`src/rtl/clock_pkg.sv`:
```
//==============================================================================
// Module : clock_pkg
// Brief  : Shared BCD time-of-day types, limits and range check.
// Rev    : 1.0
//==============================================================================
`default_nettype none

package clock_pkg;

    localparam int BCD_W = 8;

    localparam logic [BCD_W-1:0] MAX_HH = 8'h23;
    localparam logic [BCD_W-1:0] MAX_MM = 8'h59;
    localparam logic [BCD_W-1:0] MAX_SS = 8'h59;

    typedef struct packed {
        logic [BCD_W-1:0] hh;
        logic [BCD_W-1:0] mm;
        logic [BCD_W-1:0] ss;
    } bcd_time_t;

    // Nibble check is needed separately: 8'h1A passes a plain <= 8'h23 test.
    function automatic logic bcd_in_range(input logic [BCD_W-1:0] v,
                                          input logic [BCD_W-1:0] max_v);
        return (v[7:4] <= 4'd9) && (v[3:0] <= 4'd9) && (v <= max_v);
    endfunction

endpackage

`default_nettype wire

```
`src/rtl/bcd_mod_counter.sv`:
```
//==============================================================================
// Module : bcd_mod_counter
// Brief  : Two-digit BCD counter wrapping at MAX_VAL, with load and carry-out.
// Rev    : 1.0
//==============================================================================
`default_nettype none

module bcd_mod_counter
    import clock_pkg::*;
#(
    parameter logic [BCD_W-1:0] MAX_VAL = 8'h59
) (
    input  logic             clk,
    input  logic             rst_n,
    input  logic             i_inc,
    input  logic             i_load,
    input  logic [BCD_W-1:0] i_load_val,
    output logic [BCD_W-1:0] o_value,
    output logic             o_carry
);

    logic [BCD_W-1:0] r_value;

    always_ff @(posedge clk or negedge rst_n) begin
        if (!rst_n) begin
            r_value <= '0;
        end else if (i_load) begin
            r_value <= i_load_val;
        end else if (i_inc) begin
            if (r_value == MAX_VAL) begin
                r_value <= '0;
            end else if (r_value[3:0] == 4'd9) begin
                r_value <= {r_value[7:4] + 4'd1, 4'd0};
            end else begin
                r_value <= r_value + 8'd1;
            end
        end
    end

    assign o_value = r_value;
    assign o_carry = i_inc && (r_value == MAX_VAL);

endmodule

`default_nettype wire

```
`src/rtl/sec_tick_timekeeper.sv`:
```
//==============================================================================
// Module : sec_tick_timekeeper
// Brief  : Syncs the 1 Hz source, counts BCD hh:mm:ss, handles time-set, watchdog.
// Rev    : 1.0
//==============================================================================
`default_nettype none

module sec_tick_timekeeper
    import clock_pkg::*;
#(
    parameter int SYNC_STAGES    = 2,
    parameter int TIMEOUT_CYCLES = 60000000,
    parameter int CNT_W          = 26
) (
    input  logic             clk,
    input  logic             rst_n,
    input  logic             i_one_sec_clock,
    input  logic             i_run,
    input  logic             i_set_req,
    input  logic [BCD_W-1:0] i_set_hh,
    input  logic [BCD_W-1:0] i_set_mm,
    input  logic [BCD_W-1:0] i_set_ss,
    output logic             o_set_ack,
    output logic             o_set_err,
    output logic [BCD_W-1:0] o_hours,
    output logic [BCD_W-1:0] o_minutes,
    output logic [BCD_W-1:0] o_seconds,
    output logic             o_sec_pulse,
    output logic             o_day_wrap,
    output logic             o_tick_lost
);

    localparam logic [CNT_W-1:0] c_TIMEOUT = CNT_W'(TIMEOUT_CYCLES);

    logic [SYNC_STAGES-1:0] r_sync;
    logic                   r_hist;
    logic                   r_set_req_d;
    logic [CNT_W-1:0]       r_wd_cnt;
    logic                   r_set_ack;
    logic                   r_set_err;
    logic                   r_sec_pulse;
    logic                   r_day_wrap;

    logic      w_synced;
    logic      w_tick;
    logic      w_set_rise;
    logic      w_set_ok;
    logic      w_load;
    logic      w_inc;
    logic      w_c_ss;
    logic      w_c_mm;
    logic      w_c_hh;
    bcd_time_t w_set_time;

    assign w_synced   = r_sync[SYNC_STAGES-1];
    assign w_tick     = w_synced && !r_hist;
    assign w_set_rise = i_set_req && !r_set_req_d;
    assign w_set_time = '{hh: i_set_hh, mm: i_set_mm, ss: i_set_ss};
    assign w_set_ok   = bcd_in_range(w_set_time.hh, MAX_HH) &&
                        bcd_in_range(w_set_time.mm, MAX_MM) &&
                        bcd_in_range(w_set_time.ss, MAX_SS);
    assign w_load     = w_set_rise && w_set_ok;
    // An accepted load in the same cycle as a tick swallows the tick.
    assign w_inc      = w_tick && i_run && !w_load;

    always_ff @(posedge clk or negedge rst_n) begin
        if (!rst_n) begin
            r_sync      <= '0;
            r_hist      <= 1'b0;
            r_set_req_d <= 1'b0;
            r_wd_cnt    <= '0;
            r_set_ack   <= 1'b0;
            r_set_err   <= 1'b0;
            r_sec_pulse <= 1'b0;
            r_day_wrap  <= 1'b0;
        end else begin
            r_sync      <= {r_sync[SYNC_STAGES-2:0], i_one_sec_clock};
            r_hist      <= w_synced;
            r_set_req_d <= i_set_req;
            r_set_ack   <= w_load;
            r_set_err   <= w_set_rise && !w_set_ok;
            r_sec_pulse <= w_inc;
            r_day_wrap  <= w_c_hh;
            if (w_tick) begin
                r_wd_cnt <= '0;
            end else if (r_wd_cnt != c_TIMEOUT) begin
                r_wd_cnt <= r_wd_cnt + CNT_W'(1);
            end
        end
    end

    bcd_mod_counter #(.MAX_VAL(MAX_SS)) u_ss (
        .clk        (clk),
        .rst_n      (rst_n),
        .i_inc      (w_inc),
        .i_load     (w_load),
        .i_load_val (w_set_time.ss),
        .o_value    (o_seconds),
        .o_carry    (w_c_ss)
    );

    bcd_mod_counter #(.MAX_VAL(MAX_MM)) u_mm (
        .clk        (clk),
        .rst_n      (rst_n),
        .i_inc      (w_c_ss),
        .i_load     (w_load),
        .i_load_val (w_set_time.mm),
        .o_value    (o_minutes),
        .o_carry    (w_c_mm)
    );

    bcd_mod_counter #(.MAX_VAL(MAX_HH)) u_hh (
        .clk        (clk),
        .rst_n      (rst_n),
        .i_inc      (w_c_mm),
        .i_load     (w_load),
        .i_load_val (w_set_time.hh),
        .o_value    (o_hours),
        .o_carry    (w_c_hh)
    );

    assign o_set_ack   = r_set_ack;
    assign o_set_err   = r_set_err;
    assign o_sec_pulse = r_sec_pulse;
    assign o_day_wrap  = r_day_wrap;
    assign o_tick_lost = (r_wd_cnt == c_TIMEOUT);

endmodule

`default_nettype wire

```
`config.mk`:
```
export PLATFORM = sky130hd
export DESIGN_NAME = sec_tick_timekeeper
export DESIGN_NICKNAME = d
export VERILOG_FILES = /design/src/rtl/clock_pkg.sv /design/src/rtl/bcd_mod_counter.sv /design/src/rtl/sec_tick_timekeeper.sv
export SDC_FILE = /design/constraint.sdc
export NUM_CORES = 1
export LEC_CHECK = 0
export BUFFER_PORTS_ARGS = -buffer_cell sky130_fd_sc_hd__buf_2
export CAP_MARGIN = 25
export CORE_MARGIN = 10
export CORE_UTILIZATION = 50
export DETAILED_ROUTE_END_ITERATION = 7
export PLACE_DENSITY = 0.74
export SYNTH_ARGS = -nofsm -noshare
export SYNTH_HDL_FRONTEND = slang
export SYNTH_SLANG_ARGS = --single-unit
```
`constraint.sdc`:
```
create_clock -name clk -period 2.2 [get_ports clk]
set_input_delay 0.44 -clock clk [delete_from_list [all_inputs] [get_ports clk]]
set_output_delay 0.44 -clock clk [all_outputs]
set_load 0.02 [all_outputs]
```
==> impl_metrics.tcl, run 1 <==
set metrics [dict create \
    fin_ws_ns 0.05302 \
    hold_viol 0 \
    drc_errors 0 \
    async_flop_share_pct 100.0 \
    clk_pin_slew_worst_paths_ns 0.06 \
    io_pins 58 \
    final_util_pct 61.93 \
    fmax_mhz 465.8 \
    status "completed" \
    wl_met3_um 525 \
    ys_seq_elements 58 \
    num_rows 29 \
    wl_met2_um 3962 \
    required_ns 1.76 \
    power.density_nw_per_um2 674.6 \
    die_h_um 102.0 \
    routed_wirelength_um 8262 \
    ys.flop_type "dfrtp_1" \
    avgRoutedWirePerCell_um 15.74 \
    drive_gt1_share_pct 23.66 \
    timing_max_transition_violations_final 0 \
    final_cell_count_no_fill 525 \
    max-cap-violations 0 \
    skew_ns 0.006351 \
    crit_arrival_ns 1.71 \
    die_area_um2 10410 \
    rr_worst_depth 7 \
    layout.cell_area.non_filler_um2 4000 \
    r2r_end "u_hh.o_value[6]" \
    r2r_setup_slack_ns 0.16 \
    cellLeakagePower_nw 1.845 \
    drt-met1-wl_um 3667 \
    grt_max_degree 39 \
    io_buffer_count 57 \
    cts_root_buffer "clkbuf_8" \
    endpoint_kind "output port" \
    syn_area_um2 3363 \
    nets 487 \
    grt_pass1_vias 3043 \
    dr.pass1.iters 4 \
    syn_area_per_cell_um2 8.945 \
    start_util_pct 52.07 \
    track_usage_pct 16.78 \
    die_x_um 102.0 \
    place_ws_ns 0.1548 \
    globalRouteOverflowTotal 0 \
    place_area_um2 3761 \
    dpl.hpwl_um 5874 \
    cts-htree-levels 3 \
    holdWs_ns 0.07428 \
    clockBufferDepth 2 \
    grt_pass1_wl_um 14210 \
    synth-edff-count 0 \
    netlist_instances 376 \
    gp_congestion 0.8578 \
    ir_drop_v 0.0004896 \
    rsz0062_at_grt "yes" \
    cts_buffers 9 \
    worst_slew_pin_slew_ns 0.5055 \
    core_area_um2 6459 \
    synth_nets 417 \
    relSlewSlack_pct 66.30 \
    syn_to_final_growth_pct 18.94 \
    finalCritPeriodShare_pct 97.59 \
    worst-path-max-fanout 2 \
    cts_tree "done" \
    clock-sinks 58 \
    crit_type "flop to output port" \
    hold_class "input pin to async pin" \
    ys_types 53 \
    ant_nets 0 \
    ys_seq_area_share_pct 43.15 \
    reg2reg_from "u_ss.o_value[0]" \
    clock_latency_ns 0.33 \
    drt-initial-drc-count 145 \
    startpoint_type "flop" \
    mostFrequentLayoutCells "buf_2, dfrtp_1, nor2_1, nand2_1, o21ai_0" \
    layout_min_cycle_time_ns 2.147 \
    antenna_found_initial 0 \
    setup_viol 0 \
    ys_warn_count 0 \
    cts_hold_buf 0 \
    top_layer "met4" \
    route.vias.total 2986 \
    dp.cells 505 \
    n_antenna_cell 0 \
    vias_per_cell 5.688 \
]
==> sequential cells by signal, indices dropped and copies added, names as in the netlist <==
register      flops
r_wd_cnt         26
r_hist            1
o_set_ack         1
u_hh.o_value      8
r_set_req_d       1
r_sync            2
o_set_err         1
o_sec_pulse       1
u_ss.o_value      8
u_mm.o_value      8
o_day_wrap        1
==> synth_stat cells (3+ instances only) <==
cell type / instances / area, um2
nor4b_1: 3 / 26.28
nand4_1: 8 / 50.05
mux2i_1: 7 / 70.07
buf_2: 3 / 15.01
o21ai_0: 28 / 140.1
nor4_1: 9 / 56.30
nor2_1: 43 / 161.4
and3b_1: 5 / 43.79
ha_1: 12 / 150.1
buf_6: 3 / 33.78
dfrtp_1: 58 / 1451
a21oi_1: 20 / 100.1
a31oi_1: 5 / 31.28
nor3_1: 14 / 70.07
xor2_1: 8 / 70.07
clkbuf_1: 8 / 30.03
nor2b_1: 3 / 18.77
nand3_1: 23 / 115.1
inv_1: 10 / 37.54
nand2_1: 36 / 135.1
or3_1: 7 / 43.79
xnor2_1: 16 / 140.1
buf_4: 4 / 30.03
and3_1: 7 / 43.79
==> cells by family after synthesis <==
| group | Yosys count | share of synthesized area [%] |
|---|---|---|
| multiplexers | 9 | 2.753 |
| flip-flops | 58 | 43.15 |
| AO/OA/AOI/OAI | 69 | 11.94 |
| adder cells (fa/ha/maj) | 12 | 4.464 |
| AND/OR/NAND/NOR | 174 | 26.82 |
| buffers and inverters | 30 | 4.613 |
| XOR/XNOR | 24 | 6.250 |
==> per-layer routing <==
metal	GRT usage [%]	vias up
met5	0	-
met3	5.466	10
met1	21.06	1416
met2	26.27	87
li1	-	1473
met4	6.508	0
==> report_power, final <==
group | internal (mW) | switching (mW) | total, mW
sequential | 1.16 | 0.147 | 1.31
clock | 0.452 | 0.380 | 0.832
combinational | 0.238 | 0.323 | 0.561
total | 1.85 | 0.850 | 2.70
==> how the worst max path moves through the flow <==
stage	from	to	slack, ns	depth (start not counted)
3_5_place_dp	i_set_hh[2]	u_ss.o_value[4]	0.15	7
6_report	r_wd_cnt[13]	o_tick_lost	0.05	5
4_1_cts	r_wd_cnt[0]	o_tick_lost	-0.0001	7
5_1_grt	r_wd_cnt[12]	o_tick_lost	-0.05	5
2_1_floorplan	u_mm.o_value[0]	u_hh.o_value[7]	0.15	8
3_3_place_gp	i_set_hh[2]	u_ss.o_value[3]	0.20	7
==> timing repair <==
item / CTS / global route
resized for setup: 8 / 1
pin swaps: 1 / 3
setup endpoints to repair: 1 / 1
setup buffers: 5 / 2
==> area by class of cell <==
type | instances | area, um2
clock buffers | 13 | 158.9
well taps | 77 | 96.34
repair buffers | 78 | 474.2
fillers | 564 | 2459
multi-input cells | 288 | 1775
inverters | 11 | 41.29
flip-flops and latches | 58 | 1454
==> critical path, stage by stage, from the launching register on <==
cell and delay (ns):
dfrtp_1 0.40, nor4b_2 0.27, nand4_1 0.15, nor4_2 0.30
buf_4 0.16, buf_6 0.11
==> per-stage QoR <==
stage,setup TNS [ns],power (mW)
floorplan,0,1.640
global placement,0,1.829
detailed placement,0,1.854
CTS,-0.0001450,2.724
global route,-0.04513,2.885
finish,0,2.698
Note: power is estimated with default switching activity, not from simulation.
==> run 2: changes to the inputs <==
==> constraint.sdc (replaced) <==
create_clock -name clk -period 2.32 [get_ports clk]
set_input_delay 0.464 -clock clk [delete_from_list [all_inputs] [get_ports clk]]
set_output_delay 0.464 -clock clk [all_outputs]
set_load 0.02 [all_outputs]
==> impl_metrics.tcl, run 2 (synthesis gave the netlist of run 1 again) <==
set metrics [dict create \
    worst-path-max-fanout 3 \
    worst_slew_pin_slew_ns 0.6079 \
    max_flop_register "r_wd_cnt" \
    mostFrequentLayoutCell "dfrtp_1" \
    die_h_um 102.0 \
    startpoint_type "flop" \
    clockBufferDepth 2 \
    io_pins 58 \
    final_util_pct 61.91 \
    cts_root_buffer "clkbuf_8" \
    power.internal_mw 1.887 \
    vias_per_cell 5.704 \
    clk_pin_slew_worst_paths_ns 0.07 \
    ant_nets 0 \
    die_area_um2 10410 \
    num_rows 29 \
    timing_max_transition_violations_final 0 \
    power.density_nw_per_um2 680.2 \
    globalRouteOverflowTotal 0 \
    rsz0062_at_grt "yes" \
    dr.pass1.iters 4 \
    avgRoutedWirePerCell_um 15.78 \
    track_usage_pct 16.25 \
    antenna_found_initial 0 \
    grt_pass1_wl_um 13740 \
    n_antenna_cell 0 \
    mostFrequentLayoutCells "dfrtp_1, buf_2, nor2_1, nand2_1, o21ai_0" \
    syn_to_final_growth_pct 18.90 \
    io_buffer_count 57 \
    core_area_um2 6459 \
    combPwrFrac_pct 18.5 \
    route.vias.total 2966 \
    hold_viol 0 \
    required_ns 1.86 \
    nets 480 \
    largest_reg_flops 26 \
    cts_buffers 9 \
    hold_class "input pin to async pin" \
    relSlewSlack_pct 59.47 \
    cellLeakagePower_nw 1.851 \
    endpoint_kind "output port" \
    layout_min_cycle_time_ns 2.249 \
    rr_worst_depth 7 \
    finalCritPeriodShare_pct 96.96 \
    holdWs_ns 0.1275 \
    dpl.hpwl_um 6041 \
    start_util_pct 52.07 \
    crit_type "flop to output port" \
    cts_tree "done" \
    skew_ns 0.008856 \
    clock-sinks 58 \
    cts_hold_buf 0 \
    place_ws_ns 0.2398 \
    crit_arrival_ns 1.79 \
    status "completed" \
    drt-initial-drc-count 130 \
    drc_errors 0 \
    power_switching_uw 832.8 \
    drive_gt1_share_pct 22.12 \
    setup_viol 0 \
    clock_latency_ns 0.34 \
    gp_congestion 0.8504 \
    grt_pass1_vias 3004 \
    ir_drop_v 0.0005411 \
    fin_ws_ns 0.07059 \
    cts-htree-levels 3 \
    finalSetupTns_ns 0 \
    seq_power_share_pct 45.7 \
    routed_wirelength_um 8203 \
    clockPowerShare_pct 35.8 \
    fmax_mhz 444.6 \
    grt_max_degree 35 \
    die_x_um 102.0 \
    max-cap-violations 0 \
    switching_share_pct 30.62 \
]
## run 2: cell type report
type | count | area (um2)
Clock buffer | 13 | 168.9
Clock inverter | 2 | 35.03
Fill cell | 562 | 2460
Inverter | 11 | 41.29
Multi-Input combinational cell | 288 | 1787
Sequential cell | 58 | 1453
Tap cell | 77 | 96.34
Timing Repair Buffer | 71 | 417.9
## run 2: worst paths after layout
path,startpoint,endpoint,slack [ns]
worst max-delay path,r_wd_cnt[13],o_tick_lost,0.07
worst min-delay path,rst_n,r_wd_cnt[3],0.13
worst max register to register,u_mm.o_value[1],u_hh.o_value[2],0.19
worst min register to register,r_sync[0],r_sync[1],0.35
max in group asynchronous,rst_n,r_wd_cnt[14],1.59
min in group clk,i_one_sec_clock,r_sync[0],0.23
## run 2: worst max-delay path, cell delays in order, from the launching register on
cell,delay [ns]
dfrtp_1,0.44
nor4b_4,0.29
nand4_1,0.18
nor4_4,0.34
buf_4,0.19
## run 2: metrics by stage
step / instance area [um2] / instances / power [mW]
floorplan: 3363 / 376 / 1.556
global placement: 3754 / 504 / 1.735
detailed placement: 3754 / 504 / 1.757
CTS: 3976 / 520 / 2.729
global route: 3999 / 520 / 2.864
finish: 3999 / 520 / 2.720
## run 2: power by group through the flow
stage               clock (mW)  sequential, mW  combinational [mW]
floorplan                    0            1.28               0.271
global placement             0            1.25               0.488
detailed placement           0            1.25               0.502
CTS                      0.985            1.24               0.508
global route              1.03            1.26               0.574
finish                   0.974            1.24               0.504
## run 2: layer usage
metal | share of wire (%) | GRT usage (%)
met4 | 1.5 | 6.833
met2 | 46 | 25.43
met5 | 0 | 0
met3 | 8.4 | 5.263
met1 | 44 | 20.22
## run 2: timing repair
item                                   in CTS  in global routing
endpoints found under the hold margin       0                  0
buffers inserted                            1                  0
setup endpoints to repair                   1                  1
pin swaps                                   1                  3
gates resized for setup                     2                  4
